**config.mk**
```make
export PLATFORM = sky130hd
export DESIGN_NAME = hotp_verifier
export DESIGN_NICKNAME = d
export VERILOG_FILES = /design/src/rtl/hotp_verifier.sv
export SDC_FILE = /design/constraint.sdc
export NUM_CORES = 2
export LEC_CHECK = 0
export CORE_MARGIN = 2
export CORE_UTILIZATION = 42
export DETAILED_ROUTE_END_ITERATION = 10
export GPL_TIMING_DRIVEN = 0
export PLACE_DENSITY = 0.61
export SLEW_MARGIN = 25
export SYNTH_ARGS = -nofsm -noshare
export SYNTH_HDL_FRONTEND = slang
export SYNTH_SLANG_ARGS = --single-unit
```
**constraint.sdc**
```tcl
create_clock -name clk -period 39.6 [get_ports clk]
set_input_delay 5.94 -clock clk [delete_from_list [all_inputs] [get_ports clk]]
set_output_delay 5.94 -clock clk [all_outputs]
set_load 0.02 [all_outputs]
```
**src/rtl/hotp_verifier.sv**
```systemverilog
// hotp_verifier: checks a submitted 6-digit HOTP code against WINDOW consecutive counters starting at counter_base.
// Latency: 2 cycles for an out-of-range code; otherwise (k+1) core runs of ~338 cycles plus ARM/CHECK overhead, plus 1, for a match at offset k.
// Backpressure: none; start is taken only in IDLE outside the done cycle and is silently dropped otherwise.

// hotp_core: HMAC-SHA1 of an 8-byte counter, dynamic truncation, then mod 1_000_000.
// Latency: 4 SHA-1 blocks of 81 cycles, 1 truncation cycle, 12 division cycles after rst falls.
// Backpressure: none; inputs must stay stable while rst is low, and the result holds until rst is raised.
module hotp_core (
  input  logic         clk,
  input  logic         rst,
  input  logic [511:0] key,
  input  logic [63:0]  cnt,
  output logic [19:0]  code,
  output logic         done
);
  localparam logic [159:0] SHA1_IV = 160'h67452301_EFCDAB89_98BADCFE_10325476_C3D2E1F0;

  typedef enum logic [2:0] {C_LOAD, C_ROUND, C_TRUNC, C_DIV, C_DONE} core_state_t;

  core_state_t  state_q, state_d;
  logic [1:0]   blk_q;
  logic [6:0]   rnd_q;
  logic [3:0]   div_q;
  logic [159:0] h_q, ih_q;
  logic [31:0]  a_q, b_q, c_q, d_q, e_q;
  logic [31:0]  w_q [16];
  logic [31:0]  rem_q;
  logic [511:0] blk;
  logic [31:0]  f, k, temp, w_x, w_new, trunc_w, sub_val;
  logic [159:0] h_sum;
  logic [7:0]   sh_amt;

  assign code = rem_q[19:0];
  assign done = (state_q == C_DONE);

  // Sequencer state register; rst parks the core ready to start block 0.
  always_ff @(posedge clk) begin
    if (rst) state_q <= C_LOAD;
    else     state_q <= state_d;
  end

  // Sequencer: load block, 80 rounds, repeat for 4 blocks, then truncate and reduce.
  always_comb begin
    state_d = state_q;
    case (state_q)
      C_LOAD:  state_d = C_ROUND;
      C_ROUND: if (rnd_q == 7'd79) state_d = (blk_q == 2'd3) ? C_TRUNC : C_LOAD;
      C_TRUNC: state_d = C_DIV;
      C_DIV:   if (div_q == 4'd0) state_d = C_DONE;
      default: state_d = C_DONE;
    endcase
  end

  // Block selection, SHA-1 round function, schedule expansion and truncation.
  always_comb begin
    case (blk_q)
      2'd0:    blk = key ^ {64{8'h36}};
      2'd1:    blk = {cnt, 8'h80, 376'd0, 64'd576};
      2'd2:    blk = key ^ {64{8'h5c}};
      default: blk = {ih_q, 8'h80, 280'd0, 64'd672};
    endcase
    f = b_q ^ c_q ^ d_q;
    k = 32'hCA62C1D6;
    if (rnd_q < 7'd20) begin
      f = (b_q & c_q) | (~b_q & d_q);
      k = 32'h5A827999;
    end else if (rnd_q < 7'd40) begin
      k = 32'h6ED9EBA1;
    end else if (rnd_q < 7'd60) begin
      f = (b_q & c_q) | (b_q & d_q) | (c_q & d_q);
      k = 32'h8F1BBCDC;
    end
    temp  = {a_q[26:0], a_q[31:27]} + f + e_q + k + w_q[0];
    w_x   = w_q[13] ^ w_q[8] ^ w_q[2] ^ w_q[0];
    w_new = {w_x[30:0], w_x[31]};
    h_sum = {h_q[159:128] + temp, h_q[127:96] + a_q, h_q[95:64] + {b_q[1:0], b_q[31:2]},
             h_q[63:32] + c_q, h_q[31:0] + d_q};
    // byte offset o selects bytes o..o+3 of the digest: shift right by 8*(16-o)
    sh_amt  = {1'b0, ~h_q[3:0], 3'b000} + 8'd8;
    trunc_w = 32'(h_q >> sh_amt);
    sub_val = 32'd1000000 << div_q;
  end

  // Hash datapath; the inner digest is parked in ih_q while the outer hash restarts from the IV.
  always_ff @(posedge clk) begin
    if (rst) begin
      blk_q <= 2'd0;
      rnd_q <= 7'd0;
      h_q   <= SHA1_IV;
    end else begin
      case (state_q)
        C_LOAD: begin
          for (int i = 0; i < 16; i++) w_q[i] <= blk[511 - 32*i -: 32];
          {a_q, b_q, c_q, d_q, e_q} <= h_q;
          rnd_q <= 7'd0;
        end
        C_ROUND: begin
          a_q <= temp;
          b_q <= a_q;
          c_q <= {b_q[1:0], b_q[31:2]};
          d_q <= c_q;
          e_q <= d_q;
          for (int i = 0; i < 15; i++) w_q[i] <= w_q[i+1];
          w_q[15] <= w_new;
          rnd_q   <= rnd_q + 7'd1;
          if (rnd_q == 7'd79) begin
            blk_q <= blk_q + 2'd1;
            if (blk_q == 2'd1) begin
              ih_q <= h_sum;
              h_q  <= SHA1_IV;
            end else begin
              h_q <= h_sum;
            end
          end
        end
        C_TRUNC: begin
          rem_q <= trunc_w & 32'h7FFF_FFFF;
          div_q <= 4'd11;
        end
        C_DIV: begin
          // restoring reduction: quotient is below 2^12, so 12 conditional subtracts suffice
          if (rem_q >= sub_val) rem_q <= rem_q - sub_val;
          div_q <= div_q - 4'd1;
        end
        default: ;
      endcase
    end
  end
endmodule

module hotp_verifier #(
  parameter int WINDOW = 10,
  parameter int OFS_W  = 8
) (
  input  logic         clk,
  input  logic         reset,
  input  logic         start,
  input  logic [511:0] key,
  input  logic [63:0]  counter_base,
  input  logic [19:0]  candidate,
  output logic         busy,
  output logic         done,
  output logic         match,
  output logic [63:0]  matched_counter,
  output logic [63:0]  next_counter
);
  typedef enum logic [2:0] {IDLE, ARM, RUN, CHECK, FOUND, FAIL} state_t;

  state_t           state_q, state_d;
  logic [511:0]     key_q;
  logic [63:0]      base_q, cnt_q;
  logic [19:0]      cand_q;
  logic [OFS_W-1:0] ofs_q;
  logic             core_rst, core_done, accept, hit, last_ofs;
  logic [19:0]      code;

  assign accept   = start && (state_q == IDLE) && !done;
  assign hit      = (code == cand_q);
  assign last_ofs = (ofs_q == OFS_W'(WINDOW - 1));
  assign busy     = (state_q != IDLE);

  hotp_core u_core (
    .clk  (clk),
    .rst  (core_rst),
    .key  (key_q),
    .cnt  (cnt_q),
    .code (code),
    .done (core_done)
  );

  // Search FSM state register.
  always_ff @(posedge clk) begin
    if (reset) state_q <= IDLE;
    else       state_q <= state_d;
  end

  // Next state; the core runs only in RUN, so each RUN entry is exactly one counter tried.
  always_comb begin
    state_d  = state_q;
    core_rst = 1'b1;
    case (state_q)
      IDLE:  if (accept) state_d = (candidate >= 20'd1000000) ? FAIL : ARM;
      ARM:   if (!core_done) state_d = RUN;
      RUN: begin
        core_rst = 1'b0;
        if (core_done) state_d = CHECK;
      end
      CHECK: begin
        if (hit)           state_d = FOUND;
        else if (last_ofs) state_d = FAIL;
        else               state_d = ARM;
      end
      default: state_d = IDLE;
    endcase
  end

  // Request capture, counter stepping and registered result outputs.
  always_ff @(posedge clk) begin
    if (reset) begin
      done            <= 1'b0;
      match           <= 1'b0;
      matched_counter <= 64'd0;
      next_counter    <= 64'd0;
    end else begin
      done <= 1'b0;
      case (state_q)
        IDLE: if (accept) begin
          key_q  <= key;
          base_q <= counter_base;
          cand_q <= candidate;
          cnt_q  <= counter_base;
          ofs_q  <= '0;
        end
        CHECK: if (!hit && !last_ofs) begin
          ofs_q <= ofs_q + OFS_W'(1);
          cnt_q <= cnt_q + 64'd1;
        end
        FOUND: begin
          done            <= 1'b1;
          match           <= 1'b1;
          matched_counter <= cnt_q;
          next_counter    <= cnt_q + 64'd1;
        end
        FAIL: begin
          done            <= 1'b1;
          match           <= 1'b0;
          matched_counter <= 64'd0;
          next_counter    <= base_q;
        end
        default: ;
      endcase
    end
  end
endmodule

```
==> results.sh <==
export IMPL_run_status="finished clean"
export IMPL_overflow_left_after_global_routing=0
export IMPL_post_synth_top_area_share_pct=50.2
export IMPL_final_period_utilization_pct=25.3
export IMPL_detail_route_first_pass_iterations=8
export IMPL_globalplace_congestion=1.03
export IMPL_worst_slew_pin_tran_ps=1190
export IMPL_yosys_top_cells_area="edfxtp_1 (50%), dfxtp_1 (6.6%), nand2_1 (5.5%), mux2i_1 (3.6%), ha_1 (3.6%)"
export IMPL_synth_enable_flop_cells=1536
export IMPL_fp_dieArea_um2=222000
export IMPL_worst_ep_required_time_ps=40200
export IMPL_synth_seq_cells=1841
export IMPL_synth_fp_nets=8997
export IMPL_final_hold_violation_count=0
export IMPL_unrepaired_setup_endpoints_after_global_routing="false"
export IMPL_cts_tree="done"
export IMPL_global_route_wire_length_before_repair_um=556000
export IMPL_clock_root_buffer="clkbuf_16"
export IMPL_cts_hold_buffers=0
export IMPL_timing_critical_path_fanout_max=10
export IMPL_via_per_inst=6.05
export IMPL_clk_pin_slew_ps=60
export IMPL_setup_buffers_after_cts=0
export IMPL_drc_errors=0
export IMPL_vdd_ir_drop_max_mv=0.0537
export IMPL_timing_rr_start="u_core.rnd_q[5]"
export IMPL_critPathCaptureType="register"
export IMPL_report_final_slew_viol_count=0
export IMPL_syn2layout_area_growth_pct=21.6
export IMPL_layout_filler_cells=19053
export IMPL_synthDominantAreaCellType="edfxtp_1"
export IMPL_depth_of_the_worst_register_to_register_path=31
export IMPL_clock_skew_ps=94.4
export IMPL_max_freq_ghz=0.0999
export IMPL_starting_utilization_of_the_core_area_pct=42.3
export IMPL_cpMaxStageDelayCell="clkbuf_1"
export IMPL_yosysSeqAreaShare_pct=56.9
export IMPL_clkLatencyLatePin_ps=890
export IMPL_cts_buffers_inserted=203
export IMPL_grt_usage_pct=36.0
export IMPL_dp_final_hpwl_um=330000
export IMPL_min_path_cells=2
export IMPL_core_area_um2=217000
export IMPL_hold_path_startpoint="next_counter[55]"
export IMPL_num_nets_final=10004
export IMPL_max_stage_delay_ps=700
export IMPL_post_route_cells_drive_above_1_share_pct=6.54
export IMPL_io_buffers=728
export IMPL_post_route_util_pct=51.4
export IMPL_ctsLongestPathBuffers=3
export IMPL_postSynth_asyncResetShare_pct=0
export IMPL_synthesis_area_per_instance_um2=11.5
export IMPL_num_rows=171
export IMPL_critPathLaunchType="register"
export IMPL_synth_ff_type="edfxtp_1"
export IMPL_worst_hold_path_type="register to register"
export IMPL_cellLeakagePower_nw=40.1
export IMPL_grt_start_max_net_pins=49
export IMPL_postSynthCellCount=8009
export IMPL_die_h_um=472
export IMPL_ioPinCount=730
export IMPL_path_common_cell="a21oi_1"
export IMPL_setup_total_negative_slack_ps=0
export IMPL_die_w_um=472
export IMPL_drv_cap=0
export IMPL_r2r_setup_slk_ps=29590
export IMPL_first_global_vias=68888
export IMPL_antenna_violations_before_repair=94
export IMPL_clock_tree_htree_level_count=4
export IMPL_regToRegEndpoint="u_core.ih_q[159]"
export IMPL_post_synth_instance_area_um2=91900
export IMPL_synthDistinctLibCells=91
export IMPL_tritoncts_num_sinks=1841
export IMPL_cts_resized_gates=0
export IMPL_cp_data_arrival_time_ps=10610
export IMPL_yosys_warnings=0
export IMPL_drt_wl_total_um=411000
export IMPL_setup_worst_path_class="register to register"
export IMPL_timing_final_setup_violations=0
export IMPL_maxSlewHeadroom_pct=20.1
export IMPL_drt_wirelength_per_cell_um=34.0
export IMPL_min_delay_worst_endpoint="next_counter[55]"
export IMPL_p_per_area_nw_per_um2=49.5
export IMPL_vias=73193
export IMPL_post_route_min_period_ps=10010
export IMPL_drt_iter0_drc=9821
export IMPL_detail_route_antenna_nets=0
Yosys cell counts, types with 12 or more instances:
library cell     n
o32ai_1         14
or3_1           47
nor4_1          13
a211oi_1        28
o21ai_0        416
a211o_1         12
nand3_1         69
nor2b_1         81
o22ai_1         46
mux4_2         114
a22o_1          32
inv_1          232
mux2_2          22
o21bai_1        25
a21o_1         106
o221ai_1        18
dfxtp_1        305
xnor2_1        262
ha_1           265
buf_1           51
a221oi_1        27
o211ai_1        18
nor3_1          80
nand2b_1        32
and2_1          12
o21ai_1         54
a221o_1         35
o22a_1          33
edfxtp_1      1536
clkbuf_1       448
xor2_1         116
a22oi_1         59
o21a_1          48
fa_1           124
o31ai_1        255
nor2_1         516
a31oi_1         26
mux2i_1        333
nand4_1         28
and3_1          89
a21oi_1        507
nand2_1       1357
cells in the final DEF, fill, tap and decap left out, types with 208 or more instances in the layout:
cell type | Yosys | routed
edfxtp_1 | 1536 | 1536
nand2_1 | 1357 | 1357
clkdlybuf4s50_1 | 0 | 728
nor2_1 | 516 | 512
a21oi_1 | 507 | 506
clkbuf_1 | 448 | 474
o21ai_0 | 416 | 415
mux2i_1 | 333 | 333
dfxtp_1 | 305 | 305
ha_1 | 265 | 265
xnor2_1 | 262 | 255
o31ai_1 | 255 | 255
inv_1 | 232 | 232
clkbuf_16 | 0 | 208
worst max-delay path by stage:
stage,startpoint,endpoint,slack [ps],cells after the start
after global routing,u_core.rnd_q[5],u_core.ih_q[159],29320,31
after floorplan,reset,base_q[0],6820,4
after global placement,reset,key_q[367],-6690,4
after detailed placement,reset,key_q[367],28990,16
final,u_core.rnd_q[5],u_core.ih_q[159],29590,31
after CTS,u_core.rnd_q[4],u_core.ih_q[159],29800,31
metrics by stage:
stage | std cells | power [mW] | worst slack [ps] | area (um^2) | hold WS (ps)
final | 12094 | 5.53 | 29590 | 112000 | 457
after global routing | 12078 | 5.68 | 29320 | 112000 | 472
after CTS | 12044 | 5.50 | 29800 | 112000 | 457
after detailed placement | 11665 | 3.54 | 28990 | 105000 | 449
after global placement | 11591 | 3.62 | -6690 | 103000 | 446
after floorplan | 8009 | 3.10 | 6820 | 91900 | 449
cells by family (layout without fill, tap and decap cells):
group	Yosys count	count (layout)	synth area share [%]
simple gates	2368	2368	10.9
other cells	0	50	0
compound gates	1822	1822	12.6
flops	1841	1841	56.9
fa+ha+maj	389	389	6.31
buf+inv	741	1922	3.04
mux	470	470	6.71
xor+xnor	378	378	3.60
registers in the layout (all words and copies together), names as in the netlist:
register and count:
cand_q 20, u_core.blk_q 2, key_q 512, u_core.d_q 32, u_core.e_q 32, u_core.c_q 32
next_counter 64, u_core.div_q 4, match 1, matched_counter 64, done 1, cnt_q 64
base_q 64, u_core.rem_q 32, u_core.rnd_q 7, u_core.w_q 512, ofs_q 8, state_q 3
u_core.b_q 32, u_core.state_q 3, u_core.ih_q 160, u_core.h_q 160, u_core.a_q 32
critical path: cells and delay by family (launching register included):
family	cells	cell delay, ps
and+or+nand+nor	5	1760
adders and majority gates	5	2080
AOI/OAI and AO/OA	13	3220
xor gates and xnor gates	3	880
DFF	1	300
buffers and inverters	5	1500
cell type report:
type	count	area (um^2)	area share (%)
diodes	50	125	0.112
multi-input cells	5427	37000	33.1
inverters	235	882	0.790
repair buffers	802	9120	8.16
clock inverters	114	1310	1.17
clock buffers	265	5580	4.99
flip-flops and latches	1841	52200	46.8
plain buffers	506	1930	1.73
well taps	2854	3570	3.20
metal layers:
metal | vias to the layer above | part of all wire, % | track usage, %
met3 | 838 | 10 | 7.43
met4 | 42 | 5.7 | 17.9
met2 | 4492 | 44 | 55.0
met5 | - | 0.056 | 0
li1 | 31319 | - | -
met1 | 36502 | 40 | 48.8
power by group:
group | total [mW] | switching [mW] | internal, mW
Sequential | 2.33 | 0.0771 | 2.25
Clock | 1.98 | 0.854 | 1.13
Combinational | 1.22 | 0.781 | 0.438
Total | 5.53 | 1.71 | 3.82
Power figures use the tool's default switching activity.
